--- src/rtl/cube_face_shader.sv ---
`default_nettype none
// ============================================================================
// Module   : cube_face_shader
// Purpose  : Pixel stage behind the pyramid cube generators. Resolves the
//            per-cube face hits of the current pixel into one 24-bit RGB
//            colour, tracks which cubes have had their top face visited,
//            counts visited cubes and flags level completion.
//            Two-cycle latency, no stall: every clock advances the pipeline.
// Ports    : i_clk            pixel clock
//            i_reset          asynchronous, active-high reset
//            i_frame_start    1-cycle pulse on the first pixel of a frame
//            i_pixel_valid    face inputs valid this cycle
//            i_left_face      left-face hit, bit i = cube i
//            i_right_face     right-face hit, bit i = cube i
//            i_top_face       top quadrant hits, [4i+3:4i] = cube i
//            i_passage        per-cube passage level (rising edge = visit)
//            i_level_reset    1-cycle pulse, clears all visit state
//            o_rgb            pixel colour (2 cycles after the inputs)
//            o_rgb_valid      i_pixel_valid delayed by 2 cycles
//            o_visited_cnt    number of visited cubes
//            o_level_complete sticky, set once every cube is visited
// Config   : define CUBE_FLASH_EN to make the top faces flash between the
//            two top colours every FLASH_FRAMES frames after completion.
// Revision : 1.0 - initial release
// ============================================================================
module cube_face_shader #(
  parameter int          N_CUBES   = 28,
  parameter logic [23:0] COL_LEFT  = 24'h4A6F8C,
  parameter logic [23:0] COL_RIGHT = 24'h1E2F3C,
  parameter logic [23:0] COL_TOP0  = 24'hC8C8C8,
  parameter logic [23:0] COL_TOP1  = 24'hE0B020,
  parameter logic [23:0] COL_BG    = 24'h000000
`ifdef CUBE_FLASH_EN
  ,
  parameter int          FLASH_FRAMES = 8
`endif
) (
  input  logic                   i_clk,
  input  logic                   i_reset,
  input  logic                   i_frame_start,
  input  logic                   i_pixel_valid,
  input  logic [N_CUBES-1:0]     i_left_face,
  input  logic [N_CUBES-1:0]     i_right_face,
  input  logic [4*N_CUBES-1:0]   i_top_face,
  input  logic [N_CUBES-1:0]     i_passage,
  input  logic                   i_level_reset,
  output logic [23:0]            o_rgb,
  output logic                   o_rgb_valid,
  output logic [5:0]             o_visited_cnt,
  output logic                   o_level_complete
);

  localparam int         c_IDX_W      = 6;
  localparam logic [1:0] c_FACE_NONE  = 2'd0;
  localparam logic [1:0] c_FACE_LEFT  = 2'd1;
  localparam logic [1:0] c_FACE_RIGHT = 2'd2;
  localparam logic [1:0] c_FACE_TOP   = 2'd3;

  // --------------------------------------------------------------------------
  // Stage 1: hit resolution
  // --------------------------------------------------------------------------
  logic [N_CUBES-1:0] w_top_hit;
  logic [N_CUBES-1:0] w_any_hit;

  genvar gi;
  generate
    for (gi = 0; gi < N_CUBES; gi++) begin : g_hit
      assign w_top_hit[gi] = |i_top_face[4*gi +: 4];
      assign w_any_hit[gi] = i_left_face[gi] | i_right_face[gi] | w_top_hit[gi];
    end
  endgenerate

  logic [1:0]         w_face;
  logic [c_IDX_W-1:0] w_idx;

  // Scan from the highest index down so the lowest hit cube is the last
  // assignment and therefore wins on shared edges.
  always_comb begin
    w_face = c_FACE_NONE;
    w_idx  = '0;
    for (int i = N_CUBES - 1; i >= 0; i--) begin
      if (w_any_hit[i]) begin
        w_idx = c_IDX_W'(i);
        if (w_top_hit[i])        w_face = c_FACE_TOP;
        else if (i_left_face[i]) w_face = c_FACE_LEFT;
        else                     w_face = c_FACE_RIGHT;
      end
    end
  end

  logic [1:0]         r_s1_face;
  logic [c_IDX_W-1:0] r_s1_idx;
  logic               r_s1_valid;

  always_ff @(posedge i_clk or posedge i_reset) begin
    if (i_reset) begin
      r_s1_face  <= c_FACE_NONE;
      r_s1_idx   <= '0;
      r_s1_valid <= 1'b0;
    end else begin
      r_s1_face  <= w_face;
      r_s1_idx   <= w_idx;
      r_s1_valid <= i_pixel_valid;
    end
  end

  // --------------------------------------------------------------------------
  // Visit tracking
  // --------------------------------------------------------------------------
  logic [N_CUBES-1:0] r_passage_d;
  logic [N_CUBES-1:0] r_pending;
  logic [N_CUBES-1:0] r_visited;
  logic [5:0]         r_visited_cnt;
  logic               r_level_complete;

  logic [N_CUBES-1:0] w_rise;
  logic [N_CUBES-1:0] w_new_visits;
  logic [6:0]         w_new_cnt;
  logic [6:0]         w_sum;
  logic [5:0]         w_cnt_next;

  assign w_rise       = i_passage & ~r_passage_d;
  assign w_new_visits = r_pending & ~r_visited;

  always_comb begin
    w_new_cnt = '0;
    for (int i = 0; i < N_CUBES; i++) begin
      w_new_cnt = w_new_cnt + 7'(w_new_visits[i]);
    end
  end

  assign w_sum      = {1'b0, r_visited_cnt} + w_new_cnt;
  assign w_cnt_next = (w_sum > 7'(N_CUBES)) ? 6'(N_CUBES) : w_sum[5:0];

  // The passage history keeps tracking through level_reset so that a
  // passage held high across the reset cannot re-trigger a visit.
  always_ff @(posedge i_clk or posedge i_reset) begin
    if (i_reset) r_passage_d <= '0;
    else         r_passage_d <= i_passage;
  end

  // Visits accumulate in r_pending and are only committed on frame_start so
  // the top colours never change part way through a frame. An edge in the
  // frame_start cycle itself is carried into the next frame.
  always_ff @(posedge i_clk or posedge i_reset) begin
    if (i_reset) begin
      r_pending        <= '0;
      r_visited        <= '0;
      r_visited_cnt    <= '0;
      r_level_complete <= 1'b0;
    end else if (i_level_reset) begin
      r_pending        <= '0;
      r_visited        <= '0;
      r_visited_cnt    <= '0;
      r_level_complete <= 1'b0;
    end else begin
      if (i_frame_start) begin
        r_visited     <= r_visited | r_pending;
        r_pending     <= w_rise;
        r_visited_cnt <= w_cnt_next;
      end else begin
        r_pending     <= r_pending | w_rise;
      end
      r_level_complete <= r_level_complete | (r_visited_cnt == 6'(N_CUBES));
    end
  end

  // --------------------------------------------------------------------------
  // Top colour after completion
  // --------------------------------------------------------------------------
  logic [23:0] w_top_done;

`ifdef CUBE_FLASH_EN
  localparam int c_FLASH_W = (FLASH_FRAMES > 1) ? $clog2(FLASH_FRAMES) : 1;

  logic [c_FLASH_W-1:0] r_flash_cnt;
  logic                 r_flash_phase;

  // Phase 0 shows COL_TOP1 so the flash starts on the visited colour.
  always_ff @(posedge i_clk or posedge i_reset) begin
    if (i_reset) begin
      r_flash_cnt   <= '0;
      r_flash_phase <= 1'b0;
    end else if (i_level_reset) begin
      r_flash_cnt   <= '0;
      r_flash_phase <= 1'b0;
    end else if (i_frame_start && r_level_complete) begin
      if (r_flash_cnt == c_FLASH_W'(FLASH_FRAMES - 1)) begin
        r_flash_cnt   <= '0;
        r_flash_phase <= ~r_flash_phase;
      end else begin
        r_flash_cnt   <= r_flash_cnt + 1'b1;
      end
    end
  end

  assign w_top_done = r_flash_phase ? COL_TOP0 : COL_TOP1;
`else
  assign w_top_done = COL_TOP1;
`endif

  // --------------------------------------------------------------------------
  // Stage 2: colour lookup
  // --------------------------------------------------------------------------
  logic [63:0] w_visited_ext;
  logic [23:0] w_colour;
  logic [23:0] r_rgb;
  logic        r_rgb_valid;

  // Widened so the 6-bit cube index always addresses a real bit.
  assign w_visited_ext = {{(64 - N_CUBES){1'b0}}, r_visited};

  always_comb begin
    w_colour = COL_BG;
    case (r_s1_face)
      c_FACE_LEFT:  w_colour = COL_LEFT;
      c_FACE_RIGHT: w_colour = COL_RIGHT;
      c_FACE_TOP: begin
        if (r_level_complete)              w_colour = w_top_done;
        else if (w_visited_ext[r_s1_idx])  w_colour = COL_TOP1;
        else                               w_colour = COL_TOP0;
      end
      default:      w_colour = COL_BG;
    endcase
  end

  always_ff @(posedge i_clk or posedge i_reset) begin
    if (i_reset) begin
      r_rgb       <= '0;
      r_rgb_valid <= 1'b0;
    end else begin
      r_rgb       <= w_colour;
      r_rgb_valid <= r_s1_valid;
    end
  end

  assign o_rgb            = r_rgb;
  assign o_rgb_valid      = r_rgb_valid;
  assign o_visited_cnt    = r_visited_cnt;
  assign o_level_complete = r_level_complete;

endmodule
`default_nettype wire

--- config.mk ---
export PLATFORM = sky130hd
export DESIGN_NAME = cube_face_shader
export DESIGN_NICKNAME = d
export VERILOG_FILES = /design/src/rtl/cube_face_shader.sv
export SDC_FILE = /design/constraint.sdc
export NUM_CORES = 1
export LEC_CHECK = 0
export CORE_UTILIZATION = 45
export CTS_BUF_LIST = sky130_fd_sc_hd__clkbuf_8 sky130_fd_sc_hd__clkbuf_16
export CTS_CLUSTER_SIZE = 24
export DETAILED_ROUTE_END_ITERATION = 8
export PLACE_DENSITY = 0.85
export SETUP_SLACK_MARGIN = 0.2
export SLEW_MARGIN = 20
export SYNTH_ARGS = -nofsm -noshare
export SYNTH_HDL_FRONTEND = slang
export SYNTH_SLANG_ARGS = --single-unit
--- constraint.sdc ---
create_clock -name i_clk -period 10.3 [get_ports i_clk]
set_input_delay 1.03 -clock i_clk [delete_from_list [all_inputs] [get_ports i_clk]]
set_output_delay 1.03 -clock i_clk [all_outputs]
set_load 0.01 [all_outputs]
==> run metrics <==
outcome finished clean; Logic pwr share 0.355; post-synth top area cell dfrtp_1; Static Leakage about 3.8 nW; GR Overflow Total 0; worst path bufs/invs 3; final setup violation count 0; vias between 5000 and 6000; launch point of the critical path r_pending[26]; # Post-CTS Setup Buffers 0; Min-Delay Path Class reg -> reg; Slowest cell on crit path fa_1; top-count cell post-synth dfrtp_1; initial antenna violation count 0; min Tclk post-route 5.88 ns; Worst Skew between 0.01 and 0.015 ns; gr usage total 0.235; placed cells roughly 1100; Worst-path clk slew ~0.070 ns; Req. time, crit path between 10 and 15 ns; Slew @ Worst Pin approximately 0.71 ns; Mean Syn Cell Area a little under 10 um2; largest net degree at the start of global routing between 60 and 70; startpoint type of the worst setup path register; final instance area 9290 um2; top post-synthesis cells by count dfrtp_1, nand2b_1, a21oi_1; Main synth FF type dfrtp_1; wirelength, routed around 17000 um; sequential cell area fraction in the yosys report 0.417; antenna cell count 0; Max Slew Vio Count 0; clock root cell clkbuf_16; first-pass GRT wire length around 27000 um; power consumption approximately 1.2 mW; RSZ-0062 raised after global routing no; drt pass-1 iters 6; CTS tree yes; CP delay by family, top adder cells; P_sw between 300 and 400 uW; Die X roughly 120 um; YS warnings 0; CP Cell Sequence nor2b_1 -> fa_1 -> inv_1 -> fa_1 -> inv_1 -> fa_1 -> inv_1 -> fa_1 -> fa_1 -> fa_1 -> fa_1 -> fa_1 -> nor2b_1 -> o31a_1 -> nor3_1 -> xnor2_1 -> o31ai_1 -> a32o_1; layout cells sized above 1 0.0422; asr flop ratio synth 1.00; R2R Path Start r_pending[26]; hold_buf cts 0; Core Area around 14000 um2; Post-Layout Cell Count around 1100; fmax 170 MHz; FP Rows 43; vias in the first global route between 5000 and 6000; Sequential Power Share 0.384; Placer Congestion between 0.9 and 1; slew margin rel. 0.524; synth top area cells dfrtp_1, nand2b_1, fa_1; flops & latches, synth 110; Arrival @ worst endpoint around 6.2 ns; EDFF count, synth 0; ANT nets after route 0; drt via density 5.48; clock buffer depth 2; total negative setup slack 0 ns; placed cell area between 8000 and 9000 um2; CP Depth 18; I/O pin count 233; M1 WL roughly 6400 um; Largest stage delay, worst path a little under 0.6 ns; # H-tree levels 3; pwr/cell area 134 nW/um2; fin nets approximately 1100; worst vdd ir roughly 0.000097 V; switching portion of total power 0.310; Num CTS Buffers 9; cells on worst reg2reg path 18; Syn Std Cell Area 6610 um2; Max-Cap Viols 0; synthesis-to-layout area growth 40.6%; P_int roughly 860 uW; Final Hold Fails 0; Netlist cell types 57; metal2 WL 9250 um; Max Used Layer met4; DRC viols 0; Max FO, Critical Path 3; Post-Syn Instances 679; WL per Instance about 16 um; DP Worst Slack about 4.5 ns; hold depth 0; Util after Layout 0.659; HPWL Detailed 14100 um; Setup crit end kind register; Crit Path Category reg -> reg; DIE AREA around 15000 um2; DR WL met3 between 1000 and 1500 um; fin crit share 0.571; min-delay src r_s1_valid; Skew-Pair Late Insertion Delay between 0.3 and 0.4 ns; worst hold slack ~0.36 ns; Yosys top cell area share 0.417; Initial Utilization 0.469; CTS resizes 0; Port-buffer cells about 230; Iter 0 DRT Violations ~350; die height approximately 120 um; Setup WS post-layout around 4.4 ns; clk sinks 110; Clk network pwr share 0.261; most frequent CP cell fa_1
-- path summary, 6_finish.rpt --
check / to / slack, ns
worst max-delay path: o_visited_cnt[0] / 4.42
worst min-delay path: o_rgb_valid / 0.36
worst max register to register: o_visited_cnt[0] / 4.42
worst min register to register: o_rgb_valid / 0.36
max in group asynchronous: r_passage_d[19] / 8.02
min in group asynchronous: o_rgb[14] / 1.12
-- layer usage --
metal	GRT usage	vias to the layer above
li1	-	2864
met1	0.264	2824
met2	0.430	205
met3	0.0600	26
met4	0.0813	0
met5	0	-
-- sequential cells by signal, summed over array words and instances (netlist names) --
register	cells
o_level_complete	1
o_rgb	10
o_rgb_valid	1
o_visited_cnt	6
r_passage_d	28
r_pending	28
r_s1_face	2
r_s1_idx	5
r_s1_valid	1
r_visited	28
-- kinds of logic (layout without fill, tap and decap cells) --
kind of cell,after synthesis,in the layout,share of synthesized area
flops,110,110,0.417
buf+inv,73,292,0.0500
other cells,1,3,0.000568
fa+ha+maj,42,42,0.105
simple gates,286,286,0.243
compound gates,152,152,0.148
mux,12,12,0.0337
xor+xnor,3,3,0.00398
-- cell usage in the layout (no fill, tap or decap), types with 3 or more instances in the layout --
| master | n |
|---|---|
| a2111oi_0 | 6 |
| a211oi_1 | 5 |
| a21oi_1 | 74 |
| a221o_1 | 3 |
| a31oi_1 | 3 |
| and2_1 | 3 |
| clkbuf_16 | 9 |
| clkdlybuf4s50_1 | 228 |
| clkinv_4 | 3 |
| conb_1 | 3 |
| dfrtp_1 | 110 |
| fa_1 | 22 |
| ha_1 | 20 |
| inv_1 | 43 |
| mux4_2 | 8 |
| nand2_1 | 13 |
| nand2b_1 | 83 |
| nand3_1 | 7 |
| nand3b_1 | 5 |
| nand4_1 | 7 |
| nor2_1 | 69 |
| nor2b_1 | 12 |
| nor3_1 | 31 |
| nor4_1 | 16 |
| o21a_1 | 4 |
| o21ai_0 | 14 |
| o21bai_1 | 7 |
| o221a_2 | 3 |
| o31a_1 | 8 |
| o31ai_1 | 9 |
| or4_1 | 28 |
-- final cells by class --
type / instances / area, um2
well taps: 180 / 225
multi-input cells: 498 / 3530
repair buffers: 232 / 2330
clock buffers: 9 / 225
fillers: 1136 / 4810
inverters: 44 / 168
flip-flops and latches: 110 / 2750
clock inverters: 7 / 56.3
-- power by group through the flow --
stage	Combinational (mW)	Sequential (mW)	Clock, mW
after global placement	0.422	0.485	0
final	0.442	0.478	0.324
after floorplan	0.268	0.485	0
after detailed placement	0.438	0.486	0
after global routing	0.497	0.481	0.351
after CTS	0.442	0.477	0.333
-- worst register-to-register path: stages, from the launching register on --
cell,delay [ns]
dfrtp_1,0.39
nor2b_1,0.15
fa_1,0.53
inv_1,0.06
fa_1,0.53
inv_1,0.05
fa_1,0.50
inv_1,0.05
fa_1,0.58
fa_1,0.43
fa_1,0.46
fa_1,0.43
fa_1,0.47
nor2b_1,0.15
o31a_1,0.16
nor3_1,0.06
xnor2_1,0.15
o31ai_1,0.42
a32o_1,0.25
(Power assumes the default switching activity.)
==> edit 1: new RTL, same flow settings <==
Set the parameter `N_CUBES` to 56 (it was 28).
--- a/src/rtl/cube_face_shader.sv
+++ b/src/rtl/cube_face_shader.sv
@@ -24,7 +24,7 @@
 // Revision : 1.0 - initial release
 // ============================================================================
 module cube_face_shader #(
-  parameter int          N_CUBES   = 28,
+  parameter int          N_CUBES   = 56,
   parameter logic [23:0] COL_LEFT  = 24'h4A6F8C,
   parameter logic [23:0] COL_RIGHT = 24'h1E2F3C,
   parameter logic [23:0] COL_TOP0  = 24'hC8C8C8,
Interface: changed (resized i_left_face, i_passage, i_right_face and i_top_face); port bits go from 233 to 429. The function was not compared with the original's and may differ.
==> edit 1 against the unedited design <==
- area after synthesis up 81%
- highest routed layer is now met5
- final area up 84%
- sequential cell count up 85
- largest cell class unchanged
- worst setup slack worse by 0.89 ns
- power up 120%
- wire length up 140%
- cell count up 89%
- critical endpoint is now o_visited_cnt[5]
==> edit 1: results (changes against the unedited design) <==
Layout
  • Fillers: 2065 (was 1136)
  • Post-layout nets: 2159 (was 1138)
  • Final Cell Area: 17100 µm² (was 9289 µm²)
  • Signal buf overhead: 0.2503 (was 0.2508)
  • Fraction of area in multi-input gates: 0.3854 (was 0.3803)
  • Number of diodes: 5 (was 0)
  • Largest registers: r_passage_d: 56 flops, r_pending: 56 flops, r_visited: 56 flops (was r_passage_d: 28 flops, r_pending: 28 flops, r_visited: 28 flops)

Global route
  • Met1 usage: 0.3960 (was 0.2641)
  • First-pass GRT wire length: 62.64 mm (was 27.49 mm)
  • Tot GR Track Use: 0.3111 (was 0.2354)
  • GR Util met3: 0.07368 (was 0.05996)

Pwr
  • Pleak: 6.863 nW (was 3.776 nW)

Routing
  • Top sig layer: met5 (was met4)
  • Met1 WL: 16.72 mm (was 6.428 mm)
  • Via count: 11332 (was 5919)
  • Pre-antenna DRT Iters: 5 (was 6)
  • Wire length on met3: 3.397 mm (was 1.168 mm)
  • Wire per inst: 20.65 µm (was 15.96 µm)
  • Routed vias/inst: 5.558 (was 5.481)

Setup path
  • Max FO, Critical Path: 4 (was 3)
  • WP data arrival: 7.05 ns (was 6.16 ns)
  • Launching point of the worst reg2reg path: r_visited[44] (was r_pending[26])
  • Slowest Stage Delay on Critical Path: 0.55 ns (was 0.58 ns)

Placement
  • Placed cell area: 16480 µm² (was 8980 µm²)
  • DP Worst Slack: 3.517 ns (was 4.470 ns)

Run status
  • Status: complete, no violations (unchanged)

Logic synthesis
  • Synth unique cells: 65 (was 57)
  • Multiplexer area fraction after synthesis: 0.03445 (was 0.03371)
  • Post-synth top cells: dfrtp_1, a21oi_1, nand2b_1 (was dfrtp_1, nand2b_1, a21oi_1)
  • Synth top area cells: dfrtp_1, nand2b_1, fa_1, a21oi_1, nor2_1 (unchanged)
  • Fraction of the mapped netlist area in adder cells: 0.1100 (was 0.1045)
  • Post-synthesis compound-gate area fraction: 0.1337 (was 0.1477)

STA
  • Worst Clk Skew: 0.009517 ns (was 0.01040 ns)

Clocking
  • Sinks on Clock Net: 195 (was 110)
  • CTS Buf Count: 17 (was 9)
-- edit 1: cell count changes after synthesis, sizes merged, moves of 16 or more --
cell / before / now
a21oi: 74 / 165
dfrtp: 110 / 195
fa: 22 / 49
inv: 44 / 81
nand2: 13 / 47
nand2b: 83 / 165
nor2: 69 / 152
nor3: 31 / 61
nor4: 16 / 35
o21ai: 16 / 32
-- edit 1: final timing paths --
kind                                    end  slack, ns
max in group asynchronous     r_pending[32]       7.96
setup reg to reg           o_visited_cnt[5]       3.53
hold reg to reg                 o_rgb_valid       0.38
min in group asynchronous   r_passage_d[22]       1.14
hold / removal                  o_rgb_valid       0.38
setup / recovery           o_visited_cnt[5]       3.53
-- edit 1: where the power goes --
group          total [mW]  switching (mW)  leakage, nW  internal, mW
logic                1.22           0.615         4.07         0.603
clock network       0.671           0.319        0.295         0.353
registers           0.845          0.0338         2.50         0.811
total                2.73           0.968         6.86          1.77
==> edit 2: new RTL, config.mk and constraints unchanged <==
Without the edit above. Put one more register stage on the output `o_rgb`. The value now appears one clock later. The other outputs are not delayed to match. Comments in the files are not updated.
--- a/src/rtl/cube_face_shader.sv
+++ b/src/rtl/cube_face_shader.sv
@@ -234,7 +234,9 @@
     end
   end
 
-  assign o_rgb            = r_rgb;
+  always_ff @(posedge i_clk) begin
+    o_rgb <= r_rgb;
+  end
   assign o_rgb_valid      = r_rgb_valid;
   assign o_visited_cnt    = r_visited_cnt;
   assign o_level_complete = r_level_complete;
Behaviour: not the same (a bounded check fails within 4 cycles, from zero or initial values and one cycle with i_reset high).
==> edit 2 against the unedited design <==
- the flow now finishes with violations (DRC)
- synthesized cell count grew 2.8%
- worst setup slack gained 0.16 ns
- sequential cell count is 10 higher
- area after synthesis rose by 3.9%
- core utilization rose by 1.3 points
- non-clock buffer count decreased by 1
- final area is 6.4% higher
- combinational power up 4.8%
- power is 30% higher
- wire length increased by 5.2%
- critical path type unchanged
- critical endpoint is now o_visited_cnt[1]
==> edit 2: results (changes against the unedited design) <==
Run status
  • Status: finished, violations left (was complete, no violations)
  • Failing checks: DRC

Global route
  • Tot GR Track Use: 0.2404 (was 0.2354)
  • Met1 usage: 0.2948 (was 0.2641)
  • Antenna violations before repair: 1 (was 0)
  • Largest net degree at the start of global routing: 67 (was 63)
  • Met2 usage: 0.4150 (was 0.4302)

Pwr
  • Peak VDD IR: 118.4 µV (was 97.29 µV)
  • Clock-net power: 0.629 mW (was 0.324 mW)
  • Switching share of power: 0.2866 (was 0.3102)
  • Pleak: 4.015 nW (was 3.776 nW)

Setup path
  • Max FO, Critical Path: 5 (was 3)
  • WP data arrival: 6.01 ns (was 6.16 ns)
  • Flop-to-flop setup slack: 4.59 ns (was 4.42 ns)
  • RR Endpoint: o_visited_cnt[1] (was o_visited_cnt[0])

STA
  • Worst rel slew slack: 0.4638 (was 0.5238)
  • Worst Clk Skew: 0.008564 ns (was 0.01040 ns)

Placement
  • Placed cell area: 9240 µm² (was 8980 µm²)
  • Post-DP HPWL: 14.26 mm (was 14.07 mm)
  • Gp weighted congestion: 0.8768 (was 0.9599)

Logic synthesis
  • Synth async-reset ratio: 0.9167 (was 1.000)
  • Post-synthesis compound-gate area fraction: 0.1422 (was 0.1477)
  • Fraction of the mapped netlist area in adder cells: 0.1006 (was 0.1045)
  • Post-Synth XOR/XNOR Area: 0.002552 (was 0.003977)

Worst hold path
  • HP Start: r_rgb[22] (was r_s1_valid)
  • Worst Hold End: o_rgb[22] (was o_rgb_valid)

Layout
  • Share of cells above drive strength 1: 0.06217 (was 0.04222)
  • Post-layout nets: 1163 (was 1138)

Routing
  • Via count: 6151 (was 5919)
  • Drt initial violations: 339 (was 347)
  • Met2 WL: 9.354 mm (was 9.249 mm)
  • Pre-antenna DRT Iters: 7 (was 6)
  • Met1 WL: 7.292 mm (was 6.428 mm)
  • Wire length on met3: 993 µm (was 1.168 mm)
  • Wire per inst: 16.22 µm (was 15.96 µm)
  • DRC: 6 (was 0)
edit 2: how the worst max path moves through the flow:
stage / cells past startpoint / endpoint / start / slack, ns
after floorplan: 18 / o_visited_cnt[0] / r_pending[26] / 4.85
after global placement: 18 / o_visited_cnt[1] / r_pending[26] / 4.70
after detailed placement: 18 / o_visited_cnt[1] / r_pending[26] / 4.61
after CTS: 18 / o_visited_cnt[1] / r_pending[26] / 4.57
after global routing: 18 / o_visited_cnt[0] / r_pending[26] / 4.34
final: 18 / o_visited_cnt[1] / r_pending[26] / 4.59
edit 2: per-stage QoR:
step | total power, mW | utilization | hold WS [ns] | cells | worst slack (ns)
2_1_floorplan | 0.8078 | - | 0.3242 | 700 | 4.848
3_3_place_gp | 0.9630 | 0.6286 | 0.3268 | 1085 | 4.702
3_5_place_dp | 0.9854 | 0.6286 | 0.3269 | 1085 | 4.613
4_1_cts | 1.622 | 0.6719 | 0.3350 | 1117 | 4.567
5_1_grt | 1.703 | 0.6722 | 0.3378 | 1118 | 4.344
6_report | 1.612 | 0.6722 | 0.3345 | 1118 | 4.588
edit 2: kinds of logic after synthesis:
family | count (synthesis)
AO/OA/AOI/OAI | 154
XOR/XNOR | 2
adder cells (fa/ha/maj) | 42
buffers and inverters | 73
flip-flops | 120
multiplexers | 12
other | 1
AND/OR/NAND/NOR | 294
edit 2: area by class of cell:
cell class              instances  area [µm²]
diodes                          1       2.502
clock buffers                  18       439.2
clock inverters                14       196.4
fillers                      1133        4818
inverters                      43       163.9
multi-input cells             507        3591
flip-flops and latches        120        2953
well taps                     184       230.2
repair buffers                231        2305
edit 2: worst max-delay path, delay by kind of cell, from the launching register on:
kind	cells	cell delay [ns]
simple gates	3	0.37
fa+ha+maj	8	3.90
flops	1	0.39
compound gates	4	0.77
buf+inv	3	0.16
